## src/rtl/uart_cfg_ctrl_if.sv

```systemverilog
// Switch, busy and active-configuration signals between the board-level
// input buffers, the UART engines and the configuration controller.
interface uart_cfg_ctrl_if;
  logic [3:0]  baud_sw;
  logic        eight_sw;
  logic        pen_sw;
  logic        ohel_sw;
  logic        tx_busy;
  logic        rx_busy;
  logic [18:0] baud_k;
  logic        eight;
  logic        pen;
  logic        ohel;
  logic        cfg_pending;
  logic        cfg_update;

  modport slave (
    input  baud_sw, eight_sw, pen_sw, ohel_sw, tx_busy, rx_busy,
    output baud_k, eight, pen, ohel, cfg_pending, cfg_update
  );

  modport master (
    output baud_sw, eight_sw, pen_sw, ohel_sw, tx_busy, rx_busy,
    input  baud_k, eight, pen, ohel, cfg_pending, cfg_update
  );
endinterface

```

## src/rtl/uart_cfg_ctrl.sv

```systemverilog
// UART configuration controller: synchronizes and debounces the config
// switches and commits a new setting only while both engines are idle.
module uart_cfg_ctrl #(
  parameter int unsigned STABLE_CYCLES = 1_000_000,
  parameter int unsigned CNT_W         = 20
) (
  input logic            clk,
  input logic            rst_n,
  uart_cfg_ctrl_if.slave cfg_if
);
  localparam logic [6:0]       RESET_VEC  = 7'b1000_100;
  localparam logic [18:0]      RESET_K    = 19'd868;
  localparam logic [CNT_W-1:0] STABLE_MAX = CNT_W'(STABLE_CYCLES);

  typedef enum logic [1:0] {IDLE, PENDING, APPLY} state_t;

  logic [6:0]       sync1_q, sync1_d;
  logic [6:0]       sync2_q, sync2_d;
  logic [6:0]       prev_q, prev_d;
  logic [CNT_W-1:0] stab_cnt_q, stab_cnt_d;
  logic [6:0]       cand_q, cand_d;
  logic [6:0]       cand_cfg_q, cand_cfg_d;
  logic [18:0]      cand_k_q, cand_k_d;
  logic [6:0]       act_q, act_d;
  logic [18:0]      act_k_q, act_k_d;
  logic             cfg_update_q, cfg_update_d;
  state_t           state_q, state_d;

  function automatic logic [18:0] baud_lookup(input logic [3:0] sel);
    case (sel)
      4'd0:    return 19'd333333;
      4'd1:    return 19'd83333;
      4'd2:    return 19'd41667;
      4'd3:    return 19'd20833;
      4'd4:    return 19'd10417;
      4'd5:    return 19'd5208;
      4'd6:    return 19'd2604;
      4'd7:    return 19'd1736;
      4'd8:    return 19'd868;
      4'd9:    return 19'd434;
      4'd10:   return 19'd217;
      4'd11:   return 19'd109;
      default: return 19'd868;
    endcase
  endfunction

  // cand_cfg_q is the cand value that cand_k_q was looked up from, so the
  // FSM always compares and commits a consistent vector/bit-time pair.
  always_comb begin
    sync1_d    = {cfg_if.baud_sw, cfg_if.eight_sw, cfg_if.pen_sw, cfg_if.ohel_sw};
    sync2_d    = sync1_q;
    prev_d     = sync2_q;
    cand_d     = cand_q;
    stab_cnt_d = stab_cnt_q;
    if (sync2_q != prev_q) begin
      stab_cnt_d = '0;
    end else if (stab_cnt_q != STABLE_MAX) begin
      stab_cnt_d = stab_cnt_q + 1'b1;
    end
    if (stab_cnt_q != STABLE_MAX && stab_cnt_d == STABLE_MAX) begin
      cand_d = sync2_q;
    end
    cand_cfg_d = cand_q;
    cand_k_d   = baud_lookup(cand_q[6:3]);
  end

  always_comb begin
    state_d      = state_q;
    act_d        = act_q;
    act_k_d      = act_k_q;
    cfg_update_d = 1'b0;
    case (state_q)
      IDLE: begin
        if (cand_cfg_q != act_q) state_d = PENDING;
      end
      PENDING: begin
        if (cand_cfg_q == act_q) begin
          state_d = IDLE;
        end else if (!cfg_if.tx_busy && !cfg_if.rx_busy) begin
          state_d = APPLY;
        end
      end
      APPLY: begin
        act_d        = cand_cfg_q;
        act_k_d      = cand_k_q;
        cfg_update_d = 1'b1;
        state_d      = IDLE;
      end
      default: state_d = IDLE;
    endcase
  end

  always_ff @(posedge clk or negedge rst_n) begin
    if (!rst_n) begin
      sync1_q      <= RESET_VEC;
      sync2_q      <= RESET_VEC;
      prev_q       <= RESET_VEC;
      stab_cnt_q   <= '0;
      cand_q       <= RESET_VEC;
      cand_cfg_q   <= RESET_VEC;
      cand_k_q     <= RESET_K;
      act_q        <= RESET_VEC;
      act_k_q      <= RESET_K;
      cfg_update_q <= 1'b0;
      state_q      <= IDLE;
    end else begin
      sync1_q      <= sync1_d;
      sync2_q      <= sync2_d;
      prev_q       <= prev_d;
      stab_cnt_q   <= stab_cnt_d;
      cand_q       <= cand_d;
      cand_cfg_q   <= cand_cfg_d;
      cand_k_q     <= cand_k_d;
      act_q        <= act_d;
      act_k_q      <= act_k_d;
      cfg_update_q <= cfg_update_d;
      state_q      <= state_d;
    end
  end

  assign cfg_if.baud_k      = act_k_q;
  assign cfg_if.eight       = act_q[2];
  assign cfg_if.pen         = act_q[1];
  assign cfg_if.ohel        = act_q[0];
  assign cfg_if.cfg_pending = (state_q == PENDING);
  assign cfg_if.cfg_update  = cfg_update_q;
endmodule

```

## src/flat_wrapper.sv

```systemverilog
// flat-port wrapper written by rule: the top's interface ports become plain ports
module uart_cfg_ctrl_flat 
#(
  parameter int unsigned STABLE_CYCLES = 1_000_000,
  parameter int unsigned CNT_W         = 20
)
  (clk, rst_n, cfg_if_baud_sw, cfg_if_eight_sw, cfg_if_pen_sw, cfg_if_ohel_sw, cfg_if_tx_busy, cfg_if_rx_busy, cfg_if_baud_k, cfg_if_eight, cfg_if_pen, cfg_if_ohel, cfg_if_cfg_pending, cfg_if_cfg_update);
  uart_cfg_ctrl_if cfg_if_i ();
  input logic clk;
  input logic rst_n;
  input wire logic [$bits(cfg_if_i.baud_sw)-1:0] cfg_if_baud_sw;
  input wire logic [$bits(cfg_if_i.eight_sw)-1:0] cfg_if_eight_sw;
  input wire logic [$bits(cfg_if_i.pen_sw)-1:0] cfg_if_pen_sw;
  input wire logic [$bits(cfg_if_i.ohel_sw)-1:0] cfg_if_ohel_sw;
  input wire logic [$bits(cfg_if_i.tx_busy)-1:0] cfg_if_tx_busy;
  input wire logic [$bits(cfg_if_i.rx_busy)-1:0] cfg_if_rx_busy;
  output wire logic [$bits(cfg_if_i.baud_k)-1:0] cfg_if_baud_k;
  output wire logic [$bits(cfg_if_i.eight)-1:0] cfg_if_eight;
  output wire logic [$bits(cfg_if_i.pen)-1:0] cfg_if_pen;
  output wire logic [$bits(cfg_if_i.ohel)-1:0] cfg_if_ohel;
  output wire logic [$bits(cfg_if_i.cfg_pending)-1:0] cfg_if_cfg_pending;
  output wire logic [$bits(cfg_if_i.cfg_update)-1:0] cfg_if_cfg_update;
  assign cfg_if_i.baud_sw = cfg_if_baud_sw;
  assign cfg_if_i.eight_sw = cfg_if_eight_sw;
  assign cfg_if_i.pen_sw = cfg_if_pen_sw;
  assign cfg_if_i.ohel_sw = cfg_if_ohel_sw;
  assign cfg_if_i.tx_busy = cfg_if_tx_busy;
  assign cfg_if_i.rx_busy = cfg_if_rx_busy;
  assign cfg_if_baud_k = cfg_if_i.baud_k;
  assign cfg_if_eight = cfg_if_i.eight;
  assign cfg_if_pen = cfg_if_i.pen;
  assign cfg_if_ohel = cfg_if_i.ohel;
  assign cfg_if_cfg_pending = cfg_if_i.cfg_pending;
  assign cfg_if_cfg_update = cfg_if_i.cfg_update;
  uart_cfg_ctrl #(.STABLE_CYCLES(STABLE_CYCLES), .CNT_W(CNT_W)) u_core (.clk(clk), .rst_n(rst_n), .cfg_if(cfg_if_i));
endmodule
```

## config.mk

```make
export PLATFORM = sky130hd
export DESIGN_NAME = uart_cfg_ctrl_flat
export DESIGN_NICKNAME = d
export VERILOG_FILES = /design/src/rtl/uart_cfg_ctrl_if.sv /design/src/rtl/uart_cfg_ctrl.sv /design/src/flat_wrapper.sv
export SDC_FILE = /design/constraint.sdc
export NUM_CORES = 1
export LEC_CHECK = 0
export CORE_MARGIN = 3
export CORE_UTILIZATION = 57
export CTS_CLUSTER_DIAMETER = 30
export DETAILED_ROUTE_END_ITERATION = 16
export HOLD_SLACK_MARGIN = 0.06
export PLACE_DENSITY = 0.84
export RECOVER_POWER = 50
export SLEW_MARGIN = 15
export SYNTH_ARGS = -nofsm -noshare
export SYNTH_HDL_FRONTEND = slang
export SYNTH_SLANG_ARGS = --single-unit
```

## constraint.sdc

```tcl
create_clock -name clk -period 3.8 [get_ports clk]
set_input_delay 1.14 -clock clk [delete_from_list [all_inputs] [get_ports clk]]
set_output_delay 1.14 -clock clk [all_outputs]
set_load 0.05 [all_outputs]
```

==> summary.txt <==
Layout
  • # diodes: 0
  • Area grow syn2layout: 14.41%
  • Non-Filler Instances: 465
  • Layout Utilization: between 60 and 70%
  • Layout cells sized above 1: roughly a fifth
  • Nets: roughly 380

Placement
  • Port bufs: 33
  • Final HPWL DP: 4.868 mm
  • Routability Congestion: approximately 0.87
  • Dpl cells: about 450

Power and ir drop
  • Peak VDD IR: ~0.00020 V
  • Static leakage: ~2 nW
  • PwrDens: between 300 and 400 nW/µm²

STA
  • Worst slew pin tran: between 1 and 1.5 ns
  • Headroom to the max-slew limit: under 10%
  • Min Hold Slack: 0.3551 ns
  • Final Max Tran Viols: 0
  • Final Cycle Share: 81.24%
  • Fin Setup TNS: 0 ns
  • Min Clock Period, post-route: 3.087 ns
  • Max Fclk: around 320 MHz
  • Final setup vio count: 0
  • Worst Skew: roughly 0.011 ns
  • RSZ-0062 raised after global routing: no
  • Fin. Hold Viols: 0

Floorplanning
  • Die area: 8392 µm²
  • I/O pin count: 35
  • Die height: between 90 and 100 µm
  • Starting Density: between 60% and 70%
  • Chip width: 91.61 µm
  • FP Rows: 30
  • Std-Cell Core Area: roughly 7000 µm²

Min path
  • Min-Delay Path Class: reg -> reg
  • Hold path startpoint: u_core.sync1_q[4]
  • WHS Path Cells: 0
  • Hold EP: u_core.prev_d[4]

Clocking
  • # resized after CTS: 0
  • Clk_lat worst skew: roughly 0.36 ns
  • Total CTS buffers: 9
  • CTS tree: yes
  • Root cell of the clock tree: clkbuf_8
  • H-tree Lvls: 3
  • Max clock buf depth: 2
  • TritonCTS Sinks: 101
  • Post-CTS setup buffers: 0
  • Clk slew on worst S/H paths: about 0.090 ns
  • Hold buffers post-CTS: 0

Global route
  • Met2 Use GR: between 20% and 30%
  • GRT overflow: 0
  • Routing usage on met3: between 4 and 5%
  • Top Usage Layer GRT: met2
  • GR Layer Usage met1: approximately 25%
  • Gr usage total: roughly 18%
  • Vias in the first global route: 2525
  • Pin count of the biggest net entering global routing: 60
  • Global-route wire length before repair: 12.19 mm
  • Initial antenna violation count: 0

Route
  • Post-route ant nets: 0
  • Avg Vias per Cell: 5.385
  • Final wirelength: approximately 7 mm
  • Detailed-route DRC error count: 0
  • DRT Pass-1 Iters: 5
  • 1st-iter DRT viols: about 200
  • Routed wire length per instance: around 15 µm
  • Vias post-DR: ~2500

Logic synthesis
  • Syn nets: between 300 and 400
  • Synth area leader: dfrtp_1
  • Commonest cells in the netlist: dfrtp_1 (79), nor2_1 (39), mux2_2 (33)
  • Cells after Synth: around 330
  • Count leader, synth: dfrtp_1
  • Synth Warn #: 0
  • Register area share after synthesis: roughly three fifths
  • Avg Synthesized Cell Area: approximately 13 µm²
  • Post-synth top area share: between 40% and 50%
  • Post-synth EDFFs: 0
  • Synth Register Bits: 101
  • Largest cells by area after synthesis: dfrtp_1 (47%), dfstp_2 (14%), mux2_2 (8.9%), xor2_1 (4.0%), nor2_1 (3.5%)
  • Ys async rst share: 100.0%
  • Commonest register cell after synthesis: dfrtp_1
  • Post-Syn Area: about 4200 µm²
  • Yosys cell types: 49

Worst setup path
  • CP peak stage delay: between 0.5 and 0.6 ns
  • Setup CP Type: reg -> reg
  • Setup crit start kind: register
  • Cells along the critical path: ha_1, nand2_1, or4_1, nor2_4, xnor2_1, or3_4, nor4_4, mux2_2
  • Worst Setup End Kind: register
  • Worst R2R Path Depth: 8
  • CP Max Fanout: 7
  • CP Data Required Time: 4.05 ns
  • Worst setup path startpoint: u_core.stab_cnt_q[1]
  • Worst reg2reg startpoint: u_core.stab_cnt_q[1]
  • CP arrival: approximately 3.3 ns
  • R2R setup slack: between 0.7 and 0.8 ns
  • Reg2reg end: u_core.cand_cfg_d[3]
  • Worst path slowest cell: or4_1

Flow run
  • Max cap viols: 0

Status
  • Outcome: completed
-- critical path: cells and delay by family, from the launching register on --
| family | cells | cell delay (ns) |
|---|---|---|
| simple gates | 5 | 1.75 |
| mux | 1 | 0.40 |
| fa+ha+maj | 1 | 0.29 |
| xor+xnor | 1 | 0.09 |
| flops | 1 | 0.44 |
-- routing by layer --
metal  vias to the layer above  routed length, µm
li1                       1192                  -
met1                      1233               3075
met2                        70               3458
met3                         9                362
met4                         0                 97
met5                         -                  0
-- final cells by class --
| class | instances | area (µm²) |
|---|---|---|
| Sequential cell | 101 | 2555 |
| Fill cell | 501 | 2165 |
| Multi-Input combinational cell | 209 | 1526 |
| Timing Repair Buffer | 36 | 356.6 |
| Clock buffer | 13 | 148.9 |
| Tap cell | 96 | 120.1 |
| Clock inverter | 3 | 46.29 |
| Inverter | 7 | 26.28 |
-- per-stage QoR --
step | area (µm²) | total power, mW | setup slack, ns
after floorplan | 4178 | 1.124 | 1.064
after global placement | 4591 | 1.159 | 0.8763
after detailed placement | 4591 | 1.160 | 0.7321
after CTS | 4786 | 1.829 | 0.6967
after global routing | 4780 | 1.876 | 0.5136
final | 4780 | 1.808 | 0.7129
-- sequential cells by signal, indices dropped and copies added (netlist names), 2 cells and up --
| register | flops |
|---|---|
| u_core.cfg_if.baud_k | 18 |
| u_core.state_q | 2 |
| u_core.cand_cfg_q | 7 |
| u_core.stab_cnt_q | 20 |
| u_core.cand_cfg_d | 7 |
| u_core.sync1_q | 7 |
| u_core.prev_q | 7 |
| u_core.act_q | 7 |
| u_core.cand_k_q | 18 |
| u_core.prev_d | 7 |
-- worst max path at each step --
stage | slack [ns] | depth (start not counted) | endpoint
after global placement | 0.88 | 8 | u_core.cand_cfg_d[5]
after floorplan | 1.06 | 9 | u_core.cand_cfg_d[0]
final | 0.71 | 8 | u_core.cand_cfg_d[3]
after detailed placement | 0.73 | 8 | u_core.cand_cfg_d[0]
after global routing | 0.51 | 8 | u_core.cand_cfg_d[3]
after CTS | 0.70 | 8 | u_core.cand_cfg_d[3]
-- power breakdown --
group          leakage (nW)  switching [mW]  internal, mW
Clock                0.0943           0.346         0.326
Sequential             1.27         0.00669          1.09
Combinational         0.699          0.0266        0.0138
-- cell families after synthesis --
group	after synthesis	share of synthesized area, %
other cells	1	0.08976
simple gates	101	13.09
mux	39	10.33
compound gates	28	3.954
buf+inv	22	2.366
xor+xnor	33	6.918
flops	101	61.16
fa+ha+maj	7	2.096
-- placed cells by master, fill, tap and decap left out, types with 9 or more instances in the layout --
cell type,Yosys,layout
clkbuf_8,0,10
xor2_1,19,19
o21ai_0,9,9
nor2_1,39,39
mux2_2,33,33
dfrtp_1,79,79
nand2_1,14,14
xnor2_1,14,14
clkdlybuf4s50_1,0,25
dfstp_2,22,19
a21oi_1,9,9
Note: power is estimated with default switching activity, not from simulation.
